**src/rtl/lsu_ctrl.sv**
```systemverilog
// rtl/lsu_ctrl.sv - load/store sequencer between the execute stage and the data-memory port
// One access in flight; errors are answered without touching memory.
module lsu_ctrl #(
  parameter int DATA_WIDTH     = 32,
  parameter int ADDR_WIDTH     = 32,
  parameter int TIMEOUT_CYCLES = 255
) (
  input  logic                  clk,
  input  logic                  rst,
  input  logic                  req_valid,
  output logic                  req_ready,
  input  logic                  req_is_store,
  input  logic [2:0]            req_funct3,
  input  logic [ADDR_WIDTH-1:0] req_addr,
  input  logic [DATA_WIDTH-1:0] req_wdata,
  output logic                  mem_req,
  output logic                  mem_we,
  output logic [ADDR_WIDTH-1:0] mem_addr,
  output logic [3:0]            mem_be,
  output logic [DATA_WIDTH-1:0] mem_wdata,
  input  logic                  mem_ack,
  input  logic [DATA_WIDTH-1:0] mem_rdata,
  output logic [4:0]            sx_op,
  output logic [DATA_WIDTH-1:0] sx_in,
  input  logic [DATA_WIDTH-1:0] sx_result,
  output logic                  rsp_valid,
  output logic [DATA_WIDTH-1:0] rsp_rdata,
  output logic                  rsp_err
);

  localparam logic [1:0] IDLE = 2'd0;
  localparam logic [1:0] REQ  = 2'd1;
  localparam logic [1:0] RESP = 2'd2;

  // Extension selects understood by the signext instance.
  localparam logic [4:0] SX_3100  = 5'd0;
  localparam logic [4:0] SX_0700  = 5'd1;
  localparam logic [4:0] SX_1500  = 5'd2;
  localparam logic [4:0] SXU_0700 = 5'd3;
  localparam logic [4:0] SXU_1500 = 5'd4;

  localparam logic [7:0] CNT_LAST = 8'(TIMEOUT_CYCLES - 1);

  logic [1:0]            state;
  logic [7:0]            cnt;
  logic                  is_store_q;
  logic [1:0]            off_q;
  logic [1:0]            off;
  logic                  accept;
  logic                  f3_legal;
  logic                  misaligned;
  logic [4:0]            op_dec;
  logic [3:0]            be_dec;
  logic [DATA_WIDTH-1:0] wdata_dec;

  assign off       = req_addr[1:0];
  assign req_ready = (state == IDLE);
  assign accept    = req_valid & req_ready;
  assign mem_req   = (state == REQ);
  assign rsp_valid = (state == RESP);
  assign rsp_rdata = (rsp_valid && !rsp_err && !is_store_q) ? sx_result : '0;

  always_comb begin
    f3_legal = 1'b0;
    op_dec   = SX_3100;
    case (req_funct3)
      3'b000: begin f3_legal = 1'b1;          op_dec = SX_0700;  end
      3'b001: begin f3_legal = 1'b1;          op_dec = SX_1500;  end
      3'b010: begin f3_legal = 1'b1;          op_dec = SX_3100;  end
      3'b100: begin f3_legal = !req_is_store; op_dec = SXU_0700; end
      3'b101: begin f3_legal = !req_is_store; op_dec = SXU_1500; end
      default: f3_legal = 1'b0;
    endcase
  end

  always_comb begin
    misaligned = 1'b0;
    case (req_funct3[1:0])
      2'b01:   misaligned = off[0];
      2'b10:   misaligned = (off != 2'b00);
      default: misaligned = 1'b0;
    endcase
  end

  // Loads always read the full word; stores replicate data so any lane sees it.
  always_comb begin
    be_dec    = 4'b1111;
    wdata_dec = req_wdata;
    if (req_is_store) begin
      case (req_funct3[1:0])
        2'b00: begin
          be_dec    = 4'b0001 << off;
          wdata_dec = {4{req_wdata[7:0]}};
        end
        2'b01: begin
          be_dec    = 4'b0011 << off;
          wdata_dec = {2{req_wdata[15:0]}};
        end
        default: begin
          be_dec    = 4'b1111;
          wdata_dec = req_wdata;
        end
      endcase
    end
  end

  always_ff @(posedge clk or posedge rst) begin
    if (rst) begin
      state      <= IDLE;
      cnt        <= '0;
      is_store_q <= 1'b0;
      off_q      <= '0;
      mem_we     <= 1'b0;
      mem_addr   <= '0;
      mem_be     <= '0;
      mem_wdata  <= '0;
      sx_op      <= SX_3100;
      sx_in      <= '0;
      rsp_err    <= 1'b0;
    end else begin
      case (state)
        IDLE: begin
          if (accept) begin
            is_store_q <= req_is_store;
            off_q      <= off;
            if (f3_legal && !misaligned) begin
              state     <= REQ;
              cnt       <= '0;
              mem_we    <= req_is_store;
              mem_addr  <= {req_addr[ADDR_WIDTH-1:2], 2'b00};
              mem_be    <= be_dec;
              mem_wdata <= wdata_dec;
              rsp_err   <= 1'b0;
              if (!req_is_store) sx_op <= op_dec;
            end else begin
              state   <= RESP;
              rsp_err <= 1'b1;
            end
          end
        end
        REQ: begin
          // An ack on the final allowed cycle still completes successfully.
          if (mem_ack) begin
            state   <= RESP;
            rsp_err <= 1'b0;
            if (!is_store_q) sx_in <= mem_rdata >> {off_q, 3'b000};
          end else if (cnt == CNT_LAST) begin
            state   <= RESP;
            rsp_err <= 1'b1;
          end else begin
            cnt <= cnt + 8'd1;
          end
        end
        RESP:    state <= IDLE;
        default: state <= IDLE;
      endcase
    end
  end

endmodule

```
**config.mk**
```make
export PLATFORM = sky130hd
export DESIGN_NAME = lsu_ctrl
export DESIGN_NICKNAME = d
export VERILOG_FILES = /design/src/rtl/lsu_ctrl.sv
export SDC_FILE = /design/constraint.sdc
export NUM_CORES = 1
export LEC_CHECK = 0
export CORE_MARGIN = 2
export CORE_UTILIZATION = 38
export CTS_BUF_LIST = sky130_fd_sc_hd__clkbuf_8
export DETAILED_ROUTE_END_ITERATION = 8
export GPL_TIMING_DRIVEN = 0
export PLACE_DENSITY = 0.77
export SYNTH_ARGS = -nofsm -noshare
export SYNTH_HDL_FRONTEND = slang
export SYNTH_SLANG_ARGS = --single-unit
```
**constraint.sdc**
```tcl
create_clock -name clk -period 3.3 [get_ports clk]
set_clock_uncertainty 0.15 [all_clocks]
set_input_delay 0.33 -clock clk [delete_from_list [all_inputs] [get_ports clk]]
set_output_delay 0.33 -clock clk [all_outputs]
set_load 0.02 [all_outputs]
```
==> results of run 1 <==
sequential cells by signal, indices dropped and copies added, names as in the netlist, 2 cells and up:
name	cells
off_q	2
cnt	8
mem_wdata	32
sx_in	32
mem_be	4
mem_addr	30
sx_op	3
state	2
layer usage:
layer,vias up,wire length [um]
li1,2451,-
met1,2493,7397
met2,208,8649
met3,22,1499
met4,0,281
met5,-,0
cells in the final DEF (no fill, tap or decap), drive strengths merged, types with 5 or more instances in the layout:
cell type	synthesis	layout
a211oi	8	8
a21o	8	8
a21oi	25	25
a221o	5	5
a22oi	8	8
and2	33	33
buf	17	19
clkbuf	21	39
clkdlybuf4s50	0	273
dfrtp	116	116
ha	6	6
inv	15	22
mux2	73	73
mux2i	25	25
nand2	68	68
nand3	6	6
nor2	16	16
nor2b	21	21
o21ai	30	30
o31ai	9	9
cell families (layout without fill, tap and decap cells):
group | after synthesis | after routing | share of synthesized area [%]
multiplexers | 98 | 98 | 18.51
AND/OR/NAND/NOR | 158 | 158 | 13.39
AO/OA/AOI/OAI | 106 | 106 | 11.84
adder cells (fa/ha/maj) | 6 | 6 | 1.296
other | 1 | 4 | 0.06475
buffers and inverters | 53 | 359 | 4.774
flip-flops | 116 | 116 | 50.12
metrics by stage:
step | instances | setup slack (ns) | util, % | TNS, ns | area [um^2]
after floorplan | 541 | 1.106 | - | 0 | 5807
after global placement | 1002 | -0.005830 | 58.37 | -0.005830 | 8775
after detailed placement | 1004 | -0.02842 | 58.64 | -0.02842 | 8815
after CTS | 1035 | 0.1392 | 60.87 | 0 | 9150
after global routing | 1035 | 0.02711 | 60.87 | 0 | 9151
final | 1035 | 0.2282 | 60.87 | 0 | 9151
report_power, final:
part	switching (mW)	total (mW)	internal (mW)	leakage (nW)
sequential	0.337	2.36	2.03	1.42
combinational	1.68	3.40	1.72	2.35
clock	0.544	1.13	0.583	0.198
repair_timing:
item,CTS,global route
resized for setup,1,2
gates cloned,0,0
endpoints found under the hold margin,0,0
setup buffers,0,0
pin swaps,0,0
setup endpoints to repair,12,1
layout make-up:
class	count	area share, %
sequential	116	31.72
timing repair buffer	275	30.30
multi-input combinational	372	28.73
clock buffer	18	2.707
tap	188	2.570
buffer	38	2.420
clock inverter	13	0.9024
inverter	15	0.6563
how the worst max path moves through the flow:
stage	start	endpoint	slack, ns	depth (start not counted)
final	state[1]$_DFFE_PP0P_	rsp_rdata[1]	0.23	6
after global routing	state[1]$_DFFE_PP0P_	rsp_rdata[3]	0.03	6
after CTS	state[1]$_DFFE_PP0P_	rsp_rdata[29]	0.14	6
after detailed placement	req_funct3[1]	mem_wdata[19]$_DFFE_PP0P_	-0.03	8
after global placement	req_funct3[1]	mem_wdata[19]$_DFFE_PP0P_	-0.006	8
after floorplan	req_funct3[1]	cnt[1]$_DFFE_PP0P_	1.11	9
==> metrics.md, run 1 <==
| Metric | Value |
|---|---|
| CTS tree | `yes` |
| Synth cell types | `41` |
| Buffer and inverter count on the worst path | `3` |
| WP data arrival | `2.59 ns` |
| Deepest clock path buffer count | `2` |
| Total power | `6.892 mW` |
| CTS root buffer | `clkbuf_8` |
| Clk slew on worst S/H paths | `0.06 ns` |
| Max Fclk | `approximately 330 MHz` |
| Top cells by area, synth | `dfrtp_1 50%, mux2_2 14%, nand2_1 4.4%` |
| Synth cell count leaders | `116 x dfrtp_1, 73 x mux2_2, 68 x nand2_1` |
| Slew headroom | `41.39%` |
| Detailed Routing Iterations Pass 1 | `5` |
| Syn Inst Count | `538` |
| Crit path max-delay cell type | `clkdlybuf4s50_1` |
| Final min period | `roughly 3.1 ns` |
| FF-to-FF Start | `state[1]$_DFFE_PP0P_` |
| Synth warn | `0` |
| Hold Violations, Final | `0` |
| Share of cells above drive strength 1 | `14.17%` |
| Required time of the critical path | `2.82 ns` |
| Worst setup path class | `reg -> out` |
| Met1 Track Usage GR | `26.53%` |
| DPL Wire Length | `roughly 14 mm` |
| DRT antenna net count | `0` |
| Area delta synth->final | `58.00%` |
| Period utilisation layout | `93.08%` |
| Die X | `127.5 um` |
| Boundary Pins | `around 280` |
| RSZ-0062 raised after global routing | `false` |
| R2r setup slk | `~1.2 ns` |
| Wirelength per Cell | `17.22 um` |
| Residual DRC | `0` |
| Port bufs | `273` |
| RD Place Congestion | `0.8658` |
| Worst hold path type | `in -> async` |
| Multi-input logic area | `0.002629 mm^2` |
| Hold Slack | `0.2762 ns` |
| Met3 Use GR | `7.873%` |
| Worst R2R Path Depth | `6` |
| Filler cell count | `1307` |
| Predominant post-synthesis flop cell | `dfrtp_1` |
| Reg2reg end | `sx_in[0]$_DFFE_PP0P_` |
| Pleak | `3.967 nW` |
| Post-cts hold buffer count | `0` |
| #FFs+latches synth | `116` |
| EDFF count, synth | `0` |
| CTS Buf Count | `17` |
| Starting Density | `just under 40%` |
| Setup violations, final | `0` |
| Worst Tran Pin Value | `0.8773 ns` |
| Core ar. | `0.01503 mm^2` |
| Met2 usage | `36.68%` |
| Die ar. | `0.01624 mm^2` |
| Vias in the first global route | `5348` |
| Most common cell in the netlist | `dfrtp_1` |
| Largest net degree at the start of global routing | `42` |
| Slowest cell delay on critical path | `between 0.6 and 0.7 ns` |
| Cell family with most CP delay | `buffers and inverters` |
| Power per cell area | `between 700 and 800 mW/mm^2` |
| Initial antenna violation count | `0` |
| Layer with the highest usage | `met2` |
| Top cell type's share of synthesized area | `~50%` |
| Run status | `finished, final reports clean` |
| Layout Nets | `between 900 and 1000` |
| All-layer global routing usage | `21.92%` |
| Avg Cell Area, Syn | `10.77 um^2` |
| Vias per std cell | `4.999` |
| ANT cells | `0` |
| # H-tree levels | `4` |
| Num rows | `45` |
| Post-Synthesis Cell Area | `around 0.0058 mm^2` |
| Total grt overflow | `0` |
| Post-synth top area cell | `dfrtp_1` |
| Sequential share of the synthesized area | `~50%` |
| Die height | `around 130 um` |
| Fin. max-slew vios | `0` |
| Crit-path max FO | `10` |
| CP endpoint kind | `primary output` |
| Worst VDD drop | `between 400 and 500 uV` |
| First-pass GRT wire length | `between 20 and 30 mm` |
| Worst-Skew Late Latency | `0.42 ns` |
| Worst Setup Start Kind | `flip-flop` |
| Max Cap Violations | `0` |
| Post-synth ARST share | `100.0%` |
| Final wirelength | `17.83 mm` |
| CP cell instances | `buf_2 -> nor2b_1 -> nor3b_2 -> clkbuf_1 -> and2_1 -> clkdlybuf4s50_1` |
| DR vias | `5174` |
| Register area | `0.002903 mm^2` |
| # clock sinks | `roughly 120` |
| Initial DRC Count | `274` |
No activity file was read; power rests on OpenSTA's default activity.
==> run 2: changes to the inputs <==
SLEW_MARGIN = 15   (was default)
==> metrics.md, run 2 (synthesis results as in run 1) <==
| Metric | Value |
|---|---|
| Run status | `finished, final reports clean` |
| Period utilisation layout | `a little over nine tenths` |
| Worst R2R Path Depth | `6` |
| Share of cells above drive strength 1 | `~15%` |
| Wirelength per Cell | `17.25 um` |
| DRT antenna net count | `0` |
| Hold Violations, Final | `0` |
| Max Fclk | `323.3 MHz` |
| Detailed Routing Iterations Pass 1 | `4` |
| Layout Nets | `978` |
| Slew headroom | `57.67%` |
| Fin cells | `slightly above 1000` |
| WP data arrival | `2.61 ns` |
| Final wirelength | `17.89 mm` |
| Crit path max-delay cell type | `clkdlybuf4s50_1` |
| Die ar. | `between 0.015 and 0.02 mm^2` |
| Boundary Pins | `278` |
| CTS tree | `yes` |
| Setup violations, final | `0` |
| Fin. max-slew vios | `0` |
| Post-Place Cells | `1005` |
| Required time of the critical path | `approximately 2.8 ns` |
| Critical Path Source | `state[1]$_DFFE_PP0P_` |
| Die X | `roughly 130 um` |
| Routed wl met2 | `8.784 mm` |
| Pleak | `3.992 nW` |
| FF-to-FF Start | `off_q[1]$_DFFE_PP0P_` |
| Port bufs | `273` |
| RD Place Congestion | `0.8658` |
| Hold Slack | `about 0.11 ns` |
| Initial antenna violation count | `0` |
| Worst hold path type | `in -> async` |
| Die height | `127.5 um` |
| Worst Tran Pin Value | `0.6336 ns` |
| Largest net degree at the start of global routing | `35` |
| CP cell instances | `buf_2 -> nor2b_1 -> nor3b_2 -> clkbuf_1 -> and2_1 -> clkdlybuf4s50_1` |
| Metal-1 WL | `between 7 and 8 mm` |
| Wire length on met3 | `around 1.6 mm` |
| Reg2reg end | `sx_in[3]$_DFFE_PP0P_` |
| Vias per std cell | `around 5.0` |
| RSZ-0062 raised after global routing | `false` |
| CP Capture Point | `rsp_rdata[29]` |
| # clock sinks | `about 120` |
| Vias in the first global route | `roughly 5300` |
| # H-tree levels | `4` |
| Deepest clock path buffer count | `2` |
| Setup Buffers After CTS | `0` |
| Setup TNS | `0 ns` |
| Top sig layer | `met4` |
| First-pass GRT wire length | `28.24 mm` |
| Area delta synth->final | `59.84%` |
| DPL Wire Length | `13.56 mm` |
| CTS root buffer | `clkbuf_8` |
| Worst-Skew Late Latency | `roughly 0.44 ns` |
| R2r setup slk | `approximately 1.2 ns` |
| Initial DRC Count | `229` |
| Max Cap Violations | `0` |
| Crit-path max FO | `10` |
| Core ar. | `~0.015 mm^2` |
| Worst Setup Start Kind | `flip-flop` |
| All-layer global routing usage | `22.28%` |
| Worst setup path class | `reg -> out` |
| Power per cell area | `771.3 mW/mm^2` |
| Total power | `~7 mW` |
| Final Util | `61.58%` |
| Most common cell after layout, fill and taps aside | `clkdlybuf4s50_1` |
| DR vias | `5202` |
| Starting Density | `between 30% and 40%` |
| Clk slew on worst S/H paths | `0.07 ns` |
| Slowest cell delay on critical path | `0.62 ns` |
| Leading cell types in the layout, fill and taps excluded | `273 x clkdlybuf4s50_1, 116 x dfrtp_1, 73 x mux2_2` |
| ANT cells | `0` |
| Residual DRC | `0` |
| Final min period | `3.094 ns` |
| CTS Buf Count | `17` |
| Largest registers | `mem_wdata: 32 flops, sx_in: 32 flops, mem_addr: 30 flops` |
| Total grt overflow | `0` |
| CP endpoint kind | `primary output` |
| Num rows | `between 40 and 50` |
| Worst VDD drop | `573.8 uV` |
-- run 2: power breakdown --
part	switching, mW	internal [mW]	leakage, nW
Combinational	1.68	1.73	2.36
Clock	0.588	0.785	0.217
Sequential	0.337	2.03	1.42
Total	2.60	4.54	3.99
-- run 2: area by class of cell --
type | count | area (um^2)
plain buffers | 38 | 220.2
repair buffers | 276 | 2793
inverters | 15 | 60.06
flip-flops and latches | 116 | 2903
clock buffers | 23 | 316.6
multi-input cells | 372 | 2629
clock inverters | 9 | 101.3
well taps | 188 | 235.2
fillers | 1249 | 5776
-- run 2: how the worst min path moves through the flow --
stage               slack (ns)  cells after the start                  start               endpoint
finish                    0.11                      2                    rst  sx_in[18]$_DFFE_PP0P_
global route              0.10                      2                    rst  sx_in[17]$_DFFE_PP0P_
CTS                       0.08                      2                    rst   sx_in[2]$_DFFE_PP0P_
detailed placement        0.32                      2  sx_in[26]$_DFFE_PP0P_  sx_in[26]$_DFFE_PP0P_
global placement          0.31                      2  sx_in[26]$_DFFE_PP0P_  sx_in[26]$_DFFE_PP0P_
floorplan                 0.32                      2          mem_rdata[24]  sx_in[24]$_DFFE_PP0P_
-- run 2: repair_timing --
action,CTS,global route
hold buffers,0,0
gates resized for setup,1,0
endpoints found under the setup margin,14,0
-- run 2: layer usage --
layer,vias to the layer above,GRT usage (%)
met2,207,36.80
li1,2458,-
met1,2510,26.71
met3,27,8.417
met4,0,7.822
met5,-,0
-- run 2: critical path, delay by kind of cell, from the launching register on --
| kind | cells | cell delay [ns] |
|---|---|---|
| simple gates | 3 | 0.72 |
| buf+inv | 3 | 1.13 |
| flops | 1 | 0.31 |
-- run 2: per-stage QoR --
stage	setup WS (ns)	instance area, um^2
2_1_floorplan	1.106	5807
3_3_place_gp	-0.005830	8775
3_5_place_dp	-0.05391	8835
4_1_cts	0.1426	9258
5_1_grt	0.01679	9258
6_report	0.2064	9258
==> run 3: changes to the inputs <==
CTS_CLUSTER_DIAMETER = 150   (was default)
==> results of run 3 <==
The final DEF is identical to that of run 2; final timing and power are the same.
